**config.mk**
```make
export PLATFORM = sky130hd
export DESIGN_NAME = dma_irq_ctrl
export DESIGN_NICKNAME = d
export VERILOG_FILES = /design/src/rtl/dma_irq_ctrl.sv
export SDC_FILE = /design/constraint.sdc
export NUM_CORES = 1
export LEC_CHECK = 0
export ABC_AREA = 1
export CAP_MARGIN = 25
export CORE_MARGIN = 2
export CORE_UTILIZATION = 32
export DETAILED_ROUTE_END_ITERATION = 16
export PLACE_DENSITY = 0.83
export SKIP_CTS_REPAIR_TIMING = 1
export SLEW_MARGIN = 20
export SYNTH_ARGS = -nofsm -noshare
export SYNTH_HDL_FRONTEND = slang
export SYNTH_SLANG_ARGS = --single-unit
```
**constraint.sdc**
```tcl
create_clock -name clk -period 1.6 [get_ports clk]
set_clock_uncertainty 0.2 [all_clocks]
set_input_delay 0.4 -clock clk [delete_from_list [all_inputs] [get_ports clk]]
set_output_delay 0.4 -clock clk [all_outputs]
set_load 0.05 [all_outputs]
```
**src/rtl/dma_irq_ctrl.sv**
```systemverilog
// DMA interrupt aggregator: sticky done/error status, per-source and global enables,
// registered CPU interrupt, AXI4-Lite register window. Optional coalescing via DMA_IRQ_COALESCE_EN.
module dma_irq_ctrl #(
    parameter int NUM_CHANNELS = 4,
    parameter int ADDR_WIDTH   = 32
) (
    input  logic                    clk,
    input  logic                    rst_n,
    input  logic [ADDR_WIDTH-1:0]   S_AXI_AWADDR,
    input  logic [2:0]              S_AXI_AWPROT,
    input  logic                    S_AXI_AWVALID,
    output logic                    S_AXI_AWREADY,
    input  logic [31:0]             S_AXI_WDATA,
    input  logic [3:0]              S_AXI_WSTRB,
    input  logic                    S_AXI_WVALID,
    output logic                    S_AXI_WREADY,
    output logic [1:0]              S_AXI_BRESP,
    output logic                    S_AXI_BVALID,
    input  logic                    S_AXI_BREADY,
    input  logic [ADDR_WIDTH-1:0]   S_AXI_ARADDR,
    input  logic [2:0]              S_AXI_ARPROT,
    input  logic                    S_AXI_ARVALID,
    output logic                    S_AXI_ARREADY,
    output logic [31:0]             S_AXI_RDATA,
    output logic [1:0]              S_AXI_RRESP,
    output logic                    S_AXI_RVALID,
    input  logic                    S_AXI_RREADY,
    input  logic [NUM_CHANNELS-1:0] irq_done,
    input  logic [NUM_CHANNELS-1:0] irq_error,
    output logic                    irq_out
);

    localparam int NC = NUM_CHANNELS;

    logic [NC-1:0] raw_done, raw_err, en_done, en_err;
    logic [NC-1:0] prev_done, prev_err;
    logic [NC-1:0] set_done, set_err, w1c_done, w1c_err;
    logic [NC-1:0] pend_done, pend_err;
    logic [NC-1:0] wr_lo, wr_hi, msk_lo, msk_hi;
    logic          gie;
    logic          aw_ready, b_valid, ar_ready, r_valid;
    logic [31:0]   r_data, rd_word;
    logic          irq_q, irq_next;
    logic          wr_fire, rd_fire;
    logic [2:0]    wr_sel, rd_sel;
    logic          unused_inputs;

    assign unused_inputs = ^{S_AXI_AWPROT, S_AXI_ARPROT, S_AXI_AWADDR, S_AXI_ARADDR,
                             S_AXI_WDATA, S_AXI_WSTRB};

    assign S_AXI_AWREADY = aw_ready;
    assign S_AXI_WREADY  = aw_ready;
    assign S_AXI_BVALID  = b_valid;
    assign S_AXI_BRESP   = 2'b00;
    assign S_AXI_ARREADY = ar_ready;
    assign S_AXI_RVALID  = r_valid;
    assign S_AXI_RDATA   = r_data;
    assign S_AXI_RRESP   = 2'b00;
    assign irq_out       = irq_q;

    assign wr_fire = aw_ready & S_AXI_AWVALID & S_AXI_WVALID;
    assign rd_fire = ar_ready & S_AXI_ARVALID;
    assign wr_sel  = S_AXI_AWADDR[4:2];
    assign rd_sel  = S_AXI_ARADDR[4:2];

    // Done bits live in byte 0 and error bits in byte 1, so each field obeys one strobe
    assign msk_lo = {NC{S_AXI_WSTRB[0]}};
    assign msk_hi = {NC{S_AXI_WSTRB[1]}};
    assign wr_lo  = S_AXI_WDATA[NC-1:0] & msk_lo;
    assign wr_hi  = S_AXI_WDATA[8 +: NC] & msk_hi;

    assign set_done  = irq_done & ~prev_done;
    assign set_err   = irq_error & ~prev_err;
    assign w1c_done  = (wr_fire && wr_sel == 3'd0) ? wr_lo : '0;
    assign w1c_err   = (wr_fire && wr_sel == 3'd0) ? wr_hi : '0;
    assign pend_done = raw_done & en_done;
    assign pend_err  = raw_err & en_err;

    always_ff @(posedge clk or negedge rst_n) begin
        if (!rst_n) begin
            aw_ready <= 1'b0;
            b_valid  <= 1'b0;
            ar_ready <= 1'b0;
            r_valid  <= 1'b0;
            r_data   <= '0;
        end else begin
            aw_ready <= ~aw_ready & ~b_valid & S_AXI_AWVALID & S_AXI_WVALID;
            if (wr_fire)
                b_valid <= 1'b1;
            else if (S_AXI_BREADY)
                b_valid <= 1'b0;
            ar_ready <= ~ar_ready & ~r_valid & S_AXI_ARVALID;
            if (rd_fire) begin
                r_valid <= 1'b1;
                r_data  <= rd_word;
            end else if (S_AXI_RREADY) begin
                r_valid <= 1'b0;
            end
        end
    end

    // A new event in the same cycle as a W1C of that bit must survive, so set is OR-ed last
    always_ff @(posedge clk or negedge rst_n) begin
        if (!rst_n) begin
            raw_done  <= '0;
            raw_err   <= '0;
            prev_done <= '0;
            prev_err  <= '0;
            en_done   <= '0;
            en_err    <= '0;
            gie       <= 1'b0;
            irq_q     <= 1'b0;
        end else begin
            prev_done <= irq_done;
            prev_err  <= irq_error;
            raw_done  <= (raw_done & ~w1c_done) | set_done;
            raw_err   <= (raw_err & ~w1c_err) | set_err;
            if (wr_fire && wr_sel == 3'd1) begin
                en_done <= (en_done & ~msk_lo) | wr_lo;
                en_err  <= (en_err & ~msk_hi) | wr_hi;
            end
            if (wr_fire && wr_sel == 3'd3 && S_AXI_WSTRB[0])
                gie <= S_AXI_WDATA[0];
            irq_q <= irq_next;
        end
    end

`ifdef DMA_IRQ_COALESCE_EN
    logic [7:0]    thresh;
    logic [15:0]   timeout;
    logic [NC-1:0] prev_pend;
    logic [NC-1:0] new_pend;
    logic [3:0]    coal_cnt, cnt_next;
    logic [4:0]    cnt_sum;
    logic [15:0]   coal_timer, timer_next;

    assign new_pend = pend_done & ~prev_pend;

    // Count fresh pending done bits and age the batch; both restart once nothing is pending
    always_comb begin
        cnt_sum    = {1'b0, coal_cnt};
        cnt_next   = '0;
        timer_next = '0;
        for (int i = 0; i < NC; i++)
            cnt_sum = cnt_sum + {4'b0, new_pend[i]};
        if (|pend_done) begin
            cnt_next   = (cnt_sum > 5'd15) ? 4'hF : cnt_sum[3:0];
            timer_next = (coal_timer == 16'hFFFF) ? coal_timer : coal_timer + 16'd1;
        end
        irq_next = gie & ((|pend_err) |
                   ((|pend_done) & (({4'b0, cnt_next} >= thresh) |
                                    ((timeout != 16'd0) && (timer_next >= timeout)))));
    end

    always_ff @(posedge clk or negedge rst_n) begin
        if (!rst_n) begin
            thresh     <= '0;
            timeout    <= '0;
            prev_pend  <= '0;
            coal_cnt   <= '0;
            coal_timer <= '0;
        end else begin
            prev_pend  <= pend_done;
            coal_cnt   <= cnt_next;
            coal_timer <= timer_next;
            if (wr_fire && wr_sel == 3'd4) begin
                if (S_AXI_WSTRB[0]) thresh        <= S_AXI_WDATA[7:0];
                if (S_AXI_WSTRB[1]) timeout[7:0]  <= S_AXI_WDATA[15:8];
                if (S_AXI_WSTRB[2]) timeout[15:8] <= S_AXI_WDATA[23:16];
            end
        end
    end
`else
    assign irq_next = gie & (|{pend_done, pend_err});
`endif

    always_comb begin
        rd_word = '0;
        case (rd_sel)
            3'd0: begin
                rd_word[NC-1:0] = raw_done;
                rd_word[8 +: NC] = raw_err;
            end
            3'd1: begin
                rd_word[NC-1:0] = en_done;
                rd_word[8 +: NC] = en_err;
            end
            3'd2: begin
                rd_word[NC-1:0] = pend_done;
                rd_word[8 +: NC] = pend_err;
            end
            3'd3: rd_word[0] = gie;
`ifdef DMA_IRQ_COALESCE_EN
            3'd4: rd_word[23:0] = {timeout, thresh};
`endif
            default: rd_word = '0;
        endcase
    end

endmodule
```
Word-level counts from Yosys, hierarchy flattened

Index checks and enable logic that the tools add are counted.

Eq/ne operators: 5
Muxes and demuxes: 9
Bitwise logic cells: 33
Reductions and logical operators: 9

Operators with widths:

| operator                                            | number |
|---|---|
| AND 4 bit                                           | 10 |
| inverter 4 bit                                      | 6 |
| bitwise OR 4 bit                                    | 4 |
| one-hot mux 4 bit (3 select lines)                  | 1 |
| AND 1 bit                                           | 9 |
| equality test 3 x 2 -> 1 bit, second input constant | 3 |
| one-hot mux 3 bit (3 select lines)                  | 1 |
| 2-to-1 mux 4 bit                                    | 2 |
| OR reduction 8 bit                                  | 1 |
| equality test 3 x 1 -> 1 bit, second input constant | 2 |
| zero test 3 bit                                     | 2 |
| logical AND 1 bit                                   | 4 |
| 2-to-1 mux 1 bit                                    | 4 |
| inverter 1 bit                                      | 4 |
| one-hot mux 1 bit (4 select lines)                  | 1 |
| nonzero test 2 bit                                  | 2 |

Register bits after elaboration: 38
Input port bits: 121
Output and inout port bits: 42
Logic and storage cells: 69

Longest topological paths before layout

Gate-level depths: netlist of run 1.

Depth in word-level cells: 7
Depth in mapped cells: 7
Gate-level depth less buffers: 6

Least setup slack after synthesis of run 1

Ideal clock, no wire load.

Kind: reg-to-reg
Start point: register aw_ready (netlist: S_AXI_AWREADY)
End point: register with a tool-made name
Library setup time: 121 ps
Arrival: 1310 ps
Path slack: -30 ps
Cell stages (with the launch flop): 7
Cells stage by stage: dfrtp_1 -> nand3_1 -> inv_2 -> buf_4 -> nand3_2 -> nand2_1 -> o21ai_1

RTL lines:

| item                   | RTL line | source |
|---|---|---|
| start, declared        | 41       | `logic aw_ready, b_valid, ar_ready, r_valid;` |
| start signal, assigned | 87       | `aw_ready <= ~aw_ready & ~b_valid & S_AXI_AWVALID & S_AXI_WVALID;` |

Final worst setup path of run 1

Start point: register aw_ready (netlist: S_AXI_AWREADY)
End point: output port S_AXI_AWREADY

RTL lines:

| item          | RTL line | source |
|---|---|---|
| end, declared | 12       | `output logic S_AXI_AWREADY,` |

No word-level cell between the ends.

==> flow_metrics.env, run 1 <==
export IMPL_status="completed"
export IMPL_p_leak_nw=1.35
export IMPL_route_detailed_drc=0
export IMPL_grt_pass1_wl_microns=6730
export IMPL_clk_latency_ps=290
export IMPL_setup_viol=0
export IMPL_placed_cells=350
export IMPL_cts_tree="done"
export IMPL_fin_cells=360
export IMPL_num_antenna_cells=0
export IMPL_ant_nets=0
export IMPL_cts_buffers=5
export IMPL_synth_cell_types=20
export IMPL_routed_wirelength_microns=3830
export IMPL_final_common_cell="nand2_1"
export IMPL_row_count=28
export IMPL_clock_path_buffers=2
export IMPL_dp_hpwl_microns=3030
export IMPL_worstSetupEndpointType="primary output"
export IMPL_synthCells=233
export IMPL_cp_top_family="flip-flops"
export IMPL_crit_buf_inv=1
export IMPL_power_density_nw_per_um2=916
export IMPL_cts_root_buf="clkbuf_8"
export IMPL_slowest_stage="dfrtp_2"
export IMPL_grt_pass1_vias=1574
export IMPL_crit_path_cell_trace="buf_12"
export IMPL_holdCritStartpoint="prev_err[2]"
export IMPL_worstPathArrival_ps=910
export IMPL_grt_max_degree=39
export IMPL_synth_area_sq_um=1960
export IMPL_synth_area_leaders="dfrtp_1 (48%), nand2_1 (13%), buf_4 (13%)"
export IMPL_synth_top_area_frac=0.484
export IMPL_crit_start="S_AXI_AWREADY"
export IMPL_grt_overflow_total=0
export IMPL_synth_seq_cells=38
export IMPL_dpl_cell_area_sq_um=2530
export IMPL_clock_fmax_mhz=660
export IMPL_dieArea_sq_um=6780
export IMPL_cpPeakStageDelay_ps=460
export IMPL_fill_cells=558
export IMPL_vias_per_cell=4.40
export IMPL_drive_gt1_frac=0.130
export IMPL_slew_violations=0
export IMPL_fin_nets=405
export IMPL_drtIter0Drc=90
export IMPL_pin_count=163
export IMPL_core_sq_um=5920
export IMPL_post_route_min_period_ps=1510
export IMPL_yosysTopAreaCell="dfrtp_1"
export IMPL_clkSinkCount=38
export IMPL_num_vias=1584
export IMPL_finalCritPeriodShare=0.947
export IMPL_worstHoldEndpoint="raw_err[2]"
export IMPL_grt_total_usage=0.133
export IMPL_wire_per_inst_microns=10.7
export IMPL_clk_pin_slew_worst_paths_ps=70
export IMPL_antenna_found_initial=0
export IMPL_avgSynthCellArea_sq_um=8.43
export IMPL_cts_max_level=2
export IMPL_r2r_start="S_AXI_AWREADY"
export IMPL_cap_viol_max_count=0
export IMPL_hold_depth=3
export IMPL_startpoint_type="register"
export IMPL_port_buffers=44
export IMPL_fin_util=0.453
export IMPL_globalplace_congestion=0.811
export IMPL_hp_class="reg -> reg"
export IMPL_layout_common_cells="nand2_1 (70), dfrtp_1 (37), conb_1 (28)"
export IMPL_required_ps=1000
export IMPL_ys_warn_count=0
export IMPL_hold_violations=0
export IMPL_rrSetupSlack_ps=260
export IMPL_dieWidth_microns=82.4
export IMPL_critPathMaxFanout=4
export IMPL_r2r_cells=5
export IMPL_critPathKind="reg -> out"
export IMPL_firstDrtPassIters=4
export IMPL_vdd_drop_max_v=0.000592
export IMPL_die_h_microns=82.4
export IMPL_synth_sequential_area_ratio=0.484
export IMPL_area_delta_synth_final_pct=36.6
export IMPL_rsz0062_at_grt="no"
export IMPL_design_area_sq_um=2680
export IMPL_initial_core_util=0.332
layout make-up:
class / instances / area (sq um) / share of cell area
repair buffers: 51 / 666 / 0.248
well taps: 75 / 93.8 / 0.0350
inverters: 24 / 95.1 / 0.0354
clock buffers: 7 / 86.3 / 0.0322
flip-flops and latches: 38 / 952 / 0.355
multi-input cells: 164 / 786 / 0.293
clock inverters: 1 / 5.00 / 0.00186
how the worst max path moves through the flow:
stage | slack (ps) | end | cells after the start
floorplan | 130 | S_AXI_RDATA[0] | 4
global placement | -260 | register | 5
detailed placement | -290 | register | 5
CTS | 20 | register | 5
global route | 3 | S_AXI_RDATA[8] | 7
finish | 90 | S_AXI_AWREADY | 1
per-layer routing:
metal / vias to the layer above / global-route usage / wire, microns
met2: 73 / 0.217 / 1830
met5: - / 0 / 0
met1: 699 / 0.153 / 1580
met3: 4 / 0.0576 / 382
li1: 808 / - / -
met4: 0 / 0.0533 / 42
logic make-up after synthesis:
logic type | share of synthesized area
AND/OR/NAND/NOR | 0.303
buffers and inverters | 0.175
flip-flops | 0.484
other | 0.00191
AO/OA/AOI/OAI | 0.0357
through the flow:
stage	total power, mW	setup TNS (ps)	hold slack [ps]	setup slack (ps)
floorplan	1.53	0	-95.6	126
global placement	1.78	-5280	175	-258
detailed placement	1.80	-6220	177	-293
CTS	2.48	0	-144	19.1
global route	2.60	0	295	3.07
finish	2.46	0	275	85.3
power by group:
group          internal (mW)  switching [mW]  leakage (nW)
Clock                  0.347           0.325        0.0482
Combinational          0.273           0.427         0.837
Sequential              1.02          0.0614         0.460
Total                   1.64           0.814          1.35
synth_stat cells, drive strengths merged:
| cell type | number |
|---|---|
| nand2 | 70 |
| clkbuf | 1 |
| nor3b | 1 |
| nand4 | 18 |
| nor3 | 2 |
| buf | 33 |
| conb | 1 |
| dfrtp | 38 |
| nand3 | 28 |
| o21bai | 1 |
| o21a | 1 |
| nor2 | 4 |
| inv | 24 |
| o21ai | 11 |
No activity file was read; power rests on OpenSTA's default activity.
==> run 2, diff against run 1 <==
--- a/config.mk
+++ b/config.mk
@@ -8,9 +8,11 @@
 export ABC_AREA = 1
 export CAP_MARGIN = 25
 export CORE_MARGIN = 2
-export CORE_UTILIZATION = 32
+export CORE_UTILIZATION = 45
 export DETAILED_ROUTE_END_ITERATION = 16
-export PLACE_DENSITY = 0.83
+export DONT_BUFFER_PORTS = 1
+export PLACE_DENSITY = 0.63
+export REMOVE_ABC_BUFFERS = 1
 export SKIP_CTS_REPAIR_TIMING = 1
 export SLEW_MARGIN = 20
 export SYNTH_ARGS = -nofsm -noshare
==> flow_metrics.env, run 2 (synthesis gave the netlist of run 1 again) <==
export IMPL_status="completed"
export IMPL_area_delta_synth_final_pct=8.22
export IMPL_firstDrtPassIters=4
export IMPL_setup_viol=0
export IMPL_worst_pin_slew_ps=501
export IMPL_power_density_nw_per_um2=1090
export IMPL_clock_path_buffers=2
export IMPL_critPathKind="reg -> out"
export IMPL_drtIter0Drc=71
export IMPL_worstPathArrival_ps=940
export IMPL_num_vias=1403
export IMPL_post_route_min_period_ps=1540
export IMPL_required_ps=1000
export IMPL_cts_max_level=2
export IMPL_rsz0062_at_grt="no"
export IMPL_globalplace_congestion=0.715
export IMPL_routed_wirelength_microns=3590
export IMPL_final_common_cell="nand2_1"
export IMPL_initial_core_util=0.461
export IMPL_tns_ps=0
export IMPL_worstSetupEndpointType="primary output"
export IMPL_hp_class="in -> reg"
export IMPL_startpoint_type="register"
export IMPL_clock_fmax_mhz=648
export IMPL_grt_total_usage=0.155
export IMPL_num_antenna_cells=0
export IMPL_hold_violations=0
export IMPL_grt_overflow_total=0
export IMPL_route_detailed_drc=0
export IMPL_grt_pass1_wl_microns=6110
export IMPL_max_slew_margin_rel=0.666
export IMPL_critPathMaxFanout=3
export IMPL_port_buffers=0
export IMPL_clk_pin_slew_worst_paths_ps=70
export IMPL_wire_per_inst_microns=12.0
export IMPL_drive_gt1_frac=0.0729
export IMPL_dieArea_sq_um=4910
export IMPL_hold_ws_ps=13.7
export IMPL_p_leak_nw=1.10
export IMPL_ant_nets=0
export IMPL_fin_nets=367
export IMPL_row_count=24
export IMPL_core_sq_um=4260
export IMPL_dp_hpwl_microns=2720
export IMPL_layout_common_cells="nand2_1 (70), dfrtp_1 (38), conb_1 (28)"
export IMPL_die_h_microns=70.1
export IMPL_antenna_found_initial=0
export IMPL_grt_max_degree=39
export IMPL_dieWidth_microns=70.1
export IMPL_cap_viol_max_count=0
export IMPL_clkSinkCount=38
export IMPL_clk_latency_ps=290
export IMPL_cts_buffers=5
export IMPL_cts_root_buf="clkbuf_8"
export IMPL_pin_count=163
export IMPL_cts_tree="done"
export IMPL_finalCritPeriodShare=0.965
export IMPL_vias_per_cell=4.69
export IMPL_slew_violations=0
export IMPL_vdd_drop_max_v=0.000516
export IMPL_grt_pass1_vias=1326
==> run 2: cell type report <==
type	instances	area, sq um
sequential	38	951
timing repair buffer	13	140
clock inverter	1	30.0
multi-input combinational	164	771
inverter	24	92.6
fill	427	2140
clock buffer	7	76.3
tap	52	65.1
==> run 2: per-stage QoR <==
step,setup WS (ps),util,cell area (sq um),total power [mW],instances
floorplan,-314,-,1810,1.46,226
global placement,257,0.446,1900,1.50,281
detailed placement,256,0.446,1900,1.50,281
CTS,40.6,0.471,2010,2.31,289
global route,20.5,0.499,2130,2.42,299
finish,56.1,0.499,2130,2.31,299
==> run 2: metal layers <==
layer	up-vias	routed length, microns	global-route usage
met4	0	29	0.0385
met1	608	1510	0.194
met5	-	0	0
met3	4	446	0.0837
met2	67	1600	0.237
li1	724	-	-
==> run 2: final timing paths <==
| path | end | depth (start not counted) | slack (ps) | start |
|---|---|---|---|---|
| max | S_AXI_BVALID | 0 | 60 | S_AXI_BVALID |
| min | S_AXI_BVALID | 1 | 10 | S_AXI_BREADY |
| max reg2reg | register | 5 | 300 | S_AXI_AWREADY |
| min reg2reg | S_AXI_ARREADY | 1 | 260 | S_AXI_ARREADY |
| max in group asynchronous | asynchronous set/reset pin | 2 | 620 | rst_n |
| min in group asynchronous | asynchronous set/reset pin | 2 | 390 | rst_n |
==> run 2: where the power goes <==
part / total, mW / internal (mW) / switching (mW)
clock network: 0.789 / 0.466 / 0.323
registers: 1.18 / 1.02 / 0.155
logic: 0.348 / 0.0824 / 0.266
total: 2.31 / 1.57 / 0.743
==> run 3, diff against run 2 <==
--- a/config.mk
+++ b/config.mk
@@ -14,7 +14,7 @@
 export PLACE_DENSITY = 0.63
 export REMOVE_ABC_BUFFERS = 1
 export SKIP_CTS_REPAIR_TIMING = 1
-export SLEW_MARGIN = 20
+export SLEW_MARGIN = 10
 export SYNTH_ARGS = -nofsm -noshare
 export SYNTH_HDL_FRONTEND = slang
 export SYNTH_SLANG_ARGS = --single-unit
==> constraint.sdc (replaced) <==
create_clock -name clk -period 1.6 [get_ports clk]
set_clock_uncertainty 0.2 [all_clocks]
set_input_delay 0.4 -clock clk [delete_from_list [all_inputs] [get_ports clk]]
set_output_delay 0.4 -clock clk [all_outputs]
set_load 0.01 [all_outputs]
==> flow_metrics.env, run 3 (synthesis gave the netlist of run 1 again) <==
export IMPL_grt_max_degree=39
export IMPL_cts_tree="done"
export IMPL_cpPeakStageDelay_ps=390
export IMPL_slowest_stage="dfrtp_1"
export IMPL_drtIter0Drc=30
export IMPL_dieWidth_microns=70.1
export IMPL_hold_ws_ps=-2.77
export IMPL_globalplace_congestion=0.710
export IMPL_antenna_found_initial=0
export IMPL_required_ps=1000
export IMPL_drive_gt1_frac=0.0772
export IMPL_clock_fmax_mhz=692
export IMPL_tns_ps=0
export IMPL_area_delta_synth_final_pct=8.03
export IMPL_worstSetupEndpointType="primary output"
export IMPL_num_antenna_cells=0
export IMPL_hold_violations=1
export IMPL_fill_cells=442
export IMPL_cts_buffers=5
export IMPL_grt_pass1_vias=1298
export IMPL_crit_path_cell_trace="buf_4"
export IMPL_ant_nets=0
export IMPL_startpoint_type="register"
export IMPL_fin_util=0.498
export IMPL_worstPathArrival_ps=850
export IMPL_layout_common_cells="nand2_1 (70), dfrtp_1 (38), conb_1 (28)"
export IMPL_violations="negative hold slack"
export IMPL_die_h_microns=70.1
export IMPL_firstDrtPassIters=4
export IMPL_pin_count=163
export IMPL_crit_buf_inv=1
export IMPL_row_count=24
export IMPL_grt_overflow_total=0
export IMPL_critPathKind="reg -> out"
export IMPL_num_vias=1412
export IMPL_clk_pin_slew_worst_paths_ps=70
export IMPL_cts_max_level=2
export IMPL_finalCritPeriodShare=0.903
export IMPL_core_sq_um=4260
export IMPL_port_buffers=0
export IMPL_dp_hpwl_microns=2690
export IMPL_grt_pass1_wl_microns=5950
export IMPL_cts_root_buf="clkbuf_8"
export IMPL_seqCellArea_sq_um=951
export IMPL_route_detailed_drc=0
export IMPL_cap_viol_max_count=0
export IMPL_fin_nets=366
export IMPL_cp_top_family="flip-flops"
export IMPL_post_route_min_period_ps=1450
export IMPL_power_density_nw_per_um2=976
export IMPL_status="finished with violations"
export IMPL_multi_input_area_sq_um=771
export IMPL_setup_viol=0
export IMPL_critPathMaxFanout=3
export IMPL_clkSinkCount=38
export IMPL_grt_total_usage=0.157
export IMPL_routed_wirelength_microns=3650
export IMPL_p_leak_nw=1.10
export IMPL_hp_class="in -> reg"
export IMPL_clock_path_buffers=2
export IMPL_final_common_cell="nand2_1"
export IMPL_initial_core_util=0.461
export IMPL_clk_latency_ps=300
export IMPL_rsz0062_at_grt="no"
export IMPL_vdd_drop_max_v=0.000610
export IMPL_wire_per_inst_microns=12.2
export IMPL_vias_per_cell=4.74
export IMPL_dieArea_sq_um=4910
export IMPL_slew_violations=0
## run 3: cell count changes in the layout (fill, tap and decap cells not counted), sizes merged
cell	change
bufinv	-1
clkbuf	+1
buf	-1
## run 3: per-layer routing
| layer | global-route usage | wire length [microns] | part of all wire |
|---|---|---|---|
| met5 | 0 | 0 | 0 |
| met4 | 0.0769 | 72 | 0.020 |
| met3 | 0.0823 | 395 | 0.11 |
| met2 | 0.234 | 1540 | 0.42 |
| met1 | 0.184 | 1630 | 0.45 |
## run 3: final cells by class
class / count / share of cell area
Clock buffer: 8 / 0.0519
Inverter: 24 / 0.0436
Multi-Input combinational cell: 164 / 0.363
Sequential cell: 38 / 0.448
Tap cell: 52 / 0.0307
Timing Repair Buffer: 12 / 0.0625
## run 3: metrics by stage
stage	power (mW)	setup WS (ps)	area (sq um)	cells
6_report	2.07	155	2120	298
3_5_place_dp	1.27	253	1890	280
2_1_floorplan	1.23	270	1810	226
4_1_cts	2.05	154	2000	288
3_3_place_gp	1.26	259	1890	280
5_1_grt	2.16	130	2120	298
## run 3: path summary, 6_finish.rpt
kind	slack, ps	depth (start not counted)	to	from
worst max-delay path	150	1	S_AXI_WREADY	S_AXI_AWREADY
worst min-delay path	-3	1	S_AXI_BVALID	S_AXI_BREADY
worst max register to register	300	5	register	S_AXI_AWREADY
worst min register to register	280	3	raw_done[2]	prev_done[2]
max in group asynchronous	640	2	prev_done[1]	rst_n
min in group asynchronous	380	2	prev_err[2]	rst_n
## run 3: power breakdown
| part | internal [mW] | total [mW] | switching, mW |
|---|---|---|---|
| clock | 0.435 | 0.780 | 0.344 |
| combinational | 0.0786 | 0.209 | 0.131 |
| sequential | 1.02 | 1.08 | 0.0598 |
| total | 1.54 | 2.07 | 0.535 |
